$ cat src/rtl/he_lb_err_ctrl.sv
// he_lb_err_ctrl: host-exerciser loopback error-injection controller.
//
// A CSR write arms a set of protocol-checker error bits. The controller waits
// for a packet boundary on the TX stream, then drives the error-select vector
// to the injector for one packet (one-shot) or until aborted (continuous).
// Packets corrupted while injecting are counted.
//
// Build option: define HE_LB_ERR_CNT_EN to build the saturating
// injected-packet counter; without it inj_count is tied to zero.
//
// Handshake: the TX taps are monitor-only. A beat transfers when
// tx_tvalid & tx_tready are both high on a rising clk edge; tx_tlast is
// meaningful only on such a beat. The controller never drives tx_tready.
//
// dbg_state exposes the FSM state: 0 IDLE, 1 ARMED, 2 ACTIVE, 3 DRAIN.

package he_lb_err_pkg;

  typedef struct packed {
    logic tx_req_counter_oflow;
    logic malformed_tlp;
    logic max_payload;
    logic max_read_req_size;
    logic max_tag;
    logic unexp_mmio_rsp;
    logic mmio_timeout;
    logic mmio_wr_while_rst;
    logic mmio_insufficient_data;
    logic mmio_data_payload_overrun;
    logic tx_mwr_insufficient_data;
    logic tx_mwr_data_payload_overrun;
  } t_prtcl_chkr_err_vector;

endpackage

module he_lb_err_ctrl
  import he_lb_err_pkg::*;
#(
  parameter int CNT_W = 16
) (
  input  logic                   clk,
  input  logic                   SoftReset,
  input  logic                   csr_wr,
  input  t_prtcl_chkr_err_vector csr_wdata,
  input  logic                   csr_mode,
  input  logic                   csr_abort,
  input  logic                   tx_tvalid,
  input  logic                   tx_tready,
  input  logic                   tx_tlast,
  output t_prtcl_chkr_err_vector error_inj,
  output logic                   inj_busy,
  output logic                   inj_done,
  output logic [CNT_W-1:0]       inj_count,
  output logic [1:0]             dbg_state
);

  typedef enum logic [1:0] {
    S_IDLE   = 2'd0,
    S_ARMED  = 2'd1,
    S_ACTIVE = 2'd2,
    S_DRAIN  = 2'd3
  } state_t;

  state_t                 state;
  state_t                 state_nxt;
  t_prtcl_chkr_err_vector pend;
  t_prtcl_chkr_err_vector pend_nxt;
  logic                   mode;
  logic                   mode_nxt;
  logic                   in_pkt;
  logic                   done_nxt;
  logic                   cnt_evt;
  logic                   hs;
  logic                   eop;
  logic                   inject_nxt;

  assign hs  = tx_tvalid & tx_tready;
  assign eop = hs & tx_tlast;

  // Track whether the monitored stream is between SOP and EOP.
  always_ff @(posedge clk) begin
    if (SoftReset) begin
      in_pkt <= 1'b0;
    end else if (hs) begin
      in_pkt <= ~tx_tlast;
    end
  end

  // State, latched request and registered outputs.
  always_ff @(posedge clk) begin
    if (SoftReset) begin
      state     <= S_IDLE;
      pend      <= '0;
      mode      <= 1'b0;
      error_inj <= '0;
      inj_done  <= 1'b0;
    end else begin
      state     <= state_nxt;
      pend      <= pend_nxt;
      mode      <= mode_nxt;
      error_inj <= inject_nxt ? pend_nxt : '0;
      inj_done  <= done_nxt;
    end
  end

  // Next-state logic: arming, boundary wait, completion, abort and drain.
  always_comb begin
    state_nxt = state;
    pend_nxt  = pend;
    mode_nxt  = mode;
    done_nxt  = 1'b0;
    cnt_evt   = 1'b0;
    case (state)
      S_IDLE: begin
        // Abort in the same cycle drops the write; an all-zero request
        // would inject nothing, so it is treated as a no-op.
        if (csr_wr && !csr_abort && (csr_wdata != '0)) begin
          pend_nxt  = csr_wdata;
          mode_nxt  = csr_mode;
          state_nxt = S_ARMED;
        end
      end
      S_ARMED: begin
        // Only enter ACTIVE in a quiet cycle between packets so that the
        // first corrupted beat is always a SOP. No timeout here.
        if (csr_abort) begin
          state_nxt = S_IDLE;
        end else if (!in_pkt && !hs) begin
          state_nxt = S_ACTIVE;
        end
      end
      S_ACTIVE: begin
        // The first EOP seen in ACTIVE ends the victim packet, because
        // ACTIVE is only entered at a packet boundary.
        cnt_evt = eop;
        if (!mode && eop) begin
          // One-shot completion beats a coincident abort.
          state_nxt = S_IDLE;
          done_nxt  = 1'b1;
        end else if (csr_abort) begin
          state_nxt = (!in_pkt && !hs) ? S_IDLE : S_DRAIN;
        end
      end
      S_DRAIN: begin
        // Keep corrupting until the packet in flight finishes.
        if (eop) begin
          cnt_evt   = 1'b1;
          state_nxt = S_IDLE;
        end
      end
      default: begin
        state_nxt = S_IDLE;
      end
    endcase
    inject_nxt = (state_nxt == S_ACTIVE) || (state_nxt == S_DRAIN);
  end

  assign inj_busy  = (state != S_IDLE);
  assign dbg_state = state;

`ifdef HE_LB_ERR_CNT_EN
  logic [CNT_W-1:0] cnt;

  // Saturating count of corrupted packets.
  always_ff @(posedge clk) begin
    if (SoftReset) begin
      cnt <= '0;
    end else if (cnt_evt && (cnt != '1)) begin
      cnt <= cnt + CNT_W'(1);
    end
  end

  assign inj_count = cnt;
`else
  logic unused_cnt_evt;

  assign unused_cnt_evt = cnt_evt;
  assign inj_count      = '0;
`endif

endmodule

$ cat config.mk
export PLATFORM = sky130hd
export DESIGN_NAME = he_lb_err_ctrl
export DESIGN_NICKNAME = d
export VERILOG_FILES = /design/src/rtl/he_lb_err_ctrl.sv
export SDC_FILE = /design/constraint.sdc
export NUM_CORES = 1
export LEC_CHECK = 0
export BUFFER_PORTS_ARGS = -buffer_cell sky130_fd_sc_hd__buf_2
export CORE_MARGIN = 3
export CORE_UTILIZATION = 30
export DETAILED_ROUTE_END_ITERATION = 8
export SYNTH_ARGS = -nofsm -noshare
export SYNTH_HDL_FRONTEND = slang
export SYNTH_SLANG_ARGS = --single-unit
$ cat constraint.sdc
create_clock -name clk -period 1.8 [get_ports clk]
set_input_delay 0.36 -clock clk [delete_from_list [all_inputs] [get_ports clk]]
set_output_delay 0.36 -clock clk [all_outputs]
set_load 0.005 [all_outputs]
==> results of run 1 <==
==> layout make-up <==
cell class              count  area, um^2  share of cell area
clock buffers               7       86.33             0.05623
multi-input cells          77       526.8              0.3431
well taps                  48       60.06             0.03912
repair buffers             47       277.8              0.1809
inverters                   1       3.754            0.002445
flip-flops and latches     29       580.6              0.3782
==> power breakdown <==
group	leakage [nW]	total, mW	internal (mW)	switching (mW)
clock network	0.0443	0.520	0.302	0.218
logic	0.425	0.158	0.0758	0.0821
registers	0.235	0.671	0.662	0.00936
==> per-layer routing <==
layer / routed length, um / vias to the layer above / GRT usage / part of all wire
li1: - / 453 / - / -
met2: 1159 / 37 / 0.1801 / 0.48
met3: 188 / 5 / 0.05362 / 0.078
met1: 1020 / 411 / 0.1246 / 0.43
met5: 0 / - / 0 / 0
met4: 31 / 0 / 0.04555 / 0.013
==> through the flow <==
stage | setup slack (ps) | setup TNS (ps) | util | total power, mW
final | 201.3 | 0 | 0.4101 | 1.349
after global routing | 72.19 | 0 | 0.4101 | 1.426
after CTS | 58.92 | 0 | 0.4084 | 1.374
after detailed placement | -99.12 | -774.6 | 0.3854 | 0.8437
after global placement | -37.35 | -202.7 | 0.3854 | 0.8393
after floorplan | 107.2 | 0 | - | 0.8000
==> kinds of logic after synthesis <==
| logic type | synth area share |
|---|---|
| AND/OR/NAND/NOR | 0.1994 |
| flip-flops | 0.4843 |
| buffers and inverters | 0.1326 |
| AO/OA/AOI/OAI | 0.1722 |
| multiplexers | 0.008351 |
| other | 0.003129 |
==> path summary, 6_finish.rpt <==
path | endpoint | slack (ps) | cells past startpoint
worst min register to register | inj_done$_SDFF_PP0_ | 470 | 1
worst max-delay path | error_inj[2]$_SDFF_PP0_ | 200 | 4
worst max register to register | error_inj[2]$_SDFF_PP0_ | 200 | 4
worst min-delay path | mode$_SDFFE_PP0P_ | 330 | 3
==> cell usage after synthesis <==
cell | number | area, um^2
a211oi_1 | 1 | 7.510
or2_2 | 1 | 6.260
or4_1 | 3 | 22.52
o31ai_4 | 1 | 21.27
a22oi_4 | 1 | 21.27
nor4b_1 | 2 | 17.52
mux2i_1 | 1 | 10.01
nor3_1 | 2 | 10.01
inv_1 | 1 | 3.750
a31oi_1 | 2 | 12.51
and4b_1 | 2 | 20.02
o2111ai_1 | 1 | 8.760
nand3_1 | 1 | 5.000
a21oi_1 | 1 | 5.000
a21o_1 | 1 | 7.510
clkbuf_1 | 2 | 7.510
nor2_2 | 7 | 43.79
nor2b_1 | 1 | 6.260
nand2_1 | 1 | 3.750
buf_4 | 16 | 120.1
a22oi_1 | 3 | 22.52
dfxtp_1 | 29 | 580.6
buf_6 | 2 | 22.52
or3b_2 | 1 | 8.760
nor4b_4 | 1 | 23.77
a22oi_2 | 8 | 100.1
buf_2 | 1 | 5.000
nor2_1 | 19 | 71.32
conb_1 | 1 | 3.750
==> worst reg2reg max path, stage by stage (launching register included) <==
cell      delay (ps)
dfxtp_1          400
or3b_2           480
a211oi_1         340
nor3_4           180
nor2_1           140
==> flip-flops by register name, indices dropped and copies added, names as in the netlist <==
| signal | flops |
|---|---|
| error_inj | 12 |
| pend | 12 |
| dbg_state | 2 |
| in_pkt | 1 |
| inj_done | 1 |
| mode | 1 |
==> cell usage in the layout, fill, tap and decap left out, types with 3 or more instances in the layout <==
master	n
or4_1	3
clkbuf_8	6
nor2_2	7
buf_2	35
a22oi_1	3
buf_4	11
conb_1	16
nor2_1	19
a22oi_2	8
dfxtp_1	29
==> reports/summary.txt, run 1 <==
Status - completed
CTS tree - built
Number of global-route vias before repair - 912
Final Hold Fails - 0
Worst path max stage delay - 470 ps
CTS root buf - clkbuf_8
Least-Margin Pin Slew - 644.6 ps
Relative max-transition margin - 0.5689
Finished Cell Area - 1535 um^2
Initial Util - 0.3202
Data required, critical path - 2000 ps
Critical hold path startpoint - csr_mode
CTS buffer count - 5
Yosys reg bits - 29
Setup Fix Bufs, Post-CTS - 0
Vias/cell - 4.335
CP Capture Type - register
First-pass GRT wire length - 4167 um
Pwr Density - 878.5 nW/um^2
CP Buf/Inv Count - 0
Gpl congestion - 0.7561
Clock sink count - 29
Critical path type - reg2reg
Cells along the critical path - or3b_2 -> a211oi_1 -> nor3_4 -> nor2_1
Initial antenna violation count - 0
IO Pins - 52
H-tree levels - 2
Min Tclk post-route - 1599 ps
Dpl cells - 202
Core area - 3744 um^2
I/O Buffers - 35
Max Clock Skew - 5.206 ps
Syn_area_per_cell - 10.61 um^2
Mapped Area - 1199 um^2
Final setup fails - 0
Rows - 22
RR Startpoint - dbg_state[1]$_SDFF_PP0_
Crit-path leading delay family - simple AND/OR/NAND/NOR gates
Filler cells - 403
Dpl hpwl - 1855 um
DRT iter0 DRCs - 72
Post-cts repair resize count - 0
WL per Instance - 11.47 um
Seq/Total Area, Yosys - 0.4843
Drt first pass iters - 4
Worst-path maximum fanout - 13
Element type at the critical path start - register
Slowest cell on crit path - or3b_2
Total gr overflow - 0
Critical path launch point - dbg_state[1]$_SDFF_PP0_
Layout cells sized above 1 - 0.4596
Die area - 4790 um^2
Fin cells - 209
VDD IR-drop max - 0.0003010 V
Placed cell areas - 1443 um^2
Synth Warn # - 0
GRT Util Overall - 0.1112
Final nets - 181
Max Fclk - 625.5 MHz
# DRC - 0
Count of pins over their slew limit - 0
Vias after detailed routing - 906
Die Height - 69.21 um
Unrepaired setup endpoints after global routing - no
Area Growth Syn to Fin - 28.08%
Clk pin slew, worst setup/hold paths - 60 ps
Hold_buf cts - 0
WP data arrival - 1800 ps
Clock Path Buffers - 2
Max_cap viols - 0
Die width - 69.21 um
Number of inserted diodes - 0
Tcrit/Tclk final - 0.8882
Routed wire length - 2398 um
Cell variety after synth - 29
Min-delay worst type - in2reg
P_leak - 0.7048 nW
Hold slack - 327.1 ps
Clock latency at the later pin of the worst-skew pair - 270 ps
Pin count of the biggest net entering global routing - 14
Syn Inst Count - 113
Post-route ant nets - 0
No activity file was read; power rests on OpenSTA's default activity.
==> inputs of run 2 (changes only) <==
Settings changed: CAP_MARGIN set to 20.
Clock period 1.8 ns to 1.95 ns, I/O delays scaled along.
==> run 2 against run 1 <==
Clock power fell by 7.3%. Total power is 8.4% lower. Utilization is 1.4 points lower. Critical path type unchanged. Critical endpoint is now error_inj[9]$_SDFF_PP0_.
==> reports/summary.txt, run 2 (synthesis results as in run 1) <==
I/O Buffers - 35
IO Pins - 52
Area Growth Syn to Fin - 23.69%
CP Capture Type - register
Initial Util - 0.3202
Die Height - 69.21 um
Max Clock Skew - 2.755 ps
# DRC - 0
Unrepaired setup endpoints after global routing - no
First-pass GRT wire length - 4022 um
Die width - 69.21 um
Pwr Density - 833.5 nW/um^2
Number of inserted diodes - 0
Max_cap viols - 0
Gpl congestion - 0.7670
Max Fclk - 580.9 MHz
Clock Path Buffers - 2
Tcrit/Tclk final - 0.8828
Element type at the critical path start - register
Placed cell areas - 1390 um^2
Vias after detailed routing - 894
Data required, critical path - 2160 ps
Number of global-route vias before repair - 942
Final setup fails - 0
Leading cell type in the layout, fill and taps excluded - buf_2
Drt first pass iters - 2
Setup TNS - 0 ps
Total gr overflow - 0
Core Util, Final - 0.3961
Worst slack, placed - -37.92 ps
Min Tclk post-route - 1721 ps
Final Hold Fails - 0
Least-Margin Pin Slew - 643.2 ps
Core area - 3744 um^2
Clock latency at the later pin of the worst-skew pair - 270 ps
CTS buffer count - 5
Most frequent cells in the layout - buf_2, dfxtp_1, nor2_1
Post-route ant nets - 0
VDD IR-drop max - 0.0002214 V
Pin count of the biggest net entering global routing - 15
Status - completed
Clock sink count - 29
GRT Util Overall - 0.1066
Final Power - 1.236 mW
CTS root buf - clkbuf_8
H-tree levels - 2
CTS tree - built
Count of pins over their slew limit - 0
WP data arrival - 1930 ps
DRT iter0 DRCs - 46
Hold slack - 340.6 ps
WL per Instance - 11.80 um
Final worst setup slack - 228.6 ps
Fin cells - 202
Worst-path maximum fanout - 13
Rows - 22
Clk pin slew, worst setup/hold paths - 60 ps
Relative max-transition margin - 0.5698
Die area - 4790 um^2
Critical path type - reg2reg
Dpl hpwl - 1850 um
Initial antenna violation count - 0
Finished Cell Area - 1483 um^2
Routed wire length - 2384 um
Dpl cells - 195
Final nets - 174
Min-delay worst type - in2reg
Layout cells sized above 1 - 0.4351
Vias/cell - 4.426
P_leak - 0.6706 nW
## run 2: cell count changes in the layout (fill, tap and decap cells not counted), sizes merged
cell  delta
buf      -7
## run 2: layer usage
metal  track usage  wire length [um]  up-vias
li1              -                 -      440
met3       0.05652               237        8
met4       0.05423                48        0
met1        0.1030               939      408
met2        0.1833              1159       38
met5             0                 0        -
## run 2: where the power goes
group | internal, mW | switching [mW]
Combinational | 0.0606 | 0.0723
Sequential | 0.611 | 0.0106
Clock | 0.279 | 0.203
Total | 0.950 | 0.286
## run 2: area by class of cell
cell class | instances | area (um^2)
Tap cell | 48 | 60.06
Inverter | 1 | 3.754
Timing Repair Buffer | 40 | 225.2
Fill cell | 412 | 2261
Multi-Input combinational cell | 77 | 526.8
Clock buffer | 7 | 86.33
Sequential cell | 29 | 580.6
## run 2: critical path, stage by stage (launching register included)
cell	delay (ps)
dfxtp_1	480
or3b_2	500
a211oi_1	350
nor3_4	180
nor2_1	150
## run 2: what timing repair did
| item | 4_1_cts | 5_1_grt |
|---|---|---|
| buffers inserted | 0 | 0 |
| resized for setup | 0 | 1 |
| endpoints found under the setup margin | 0 | 6 |
| hold buffers | 0 | 0 |
| hold endpoints to repair | 0 | 0 |
## run 2: worst paths after layout
path                            from                 endpoint  slack [ps]  cells past startpoint
max          dbg_state[1]$_SDFF_PP0_  error_inj[9]$_SDFF_PP0_         230                      4
min                        SoftReset      in_pkt$_SDFFE_PP0N_         340                      2
max reg2reg  dbg_state[1]$_SDFF_PP0_  error_inj[9]$_SDFF_PP0_         230                      4
min reg2reg        mode$_SDFFE_PP0P_      inj_done$_SDFF_PP0_         470                      1
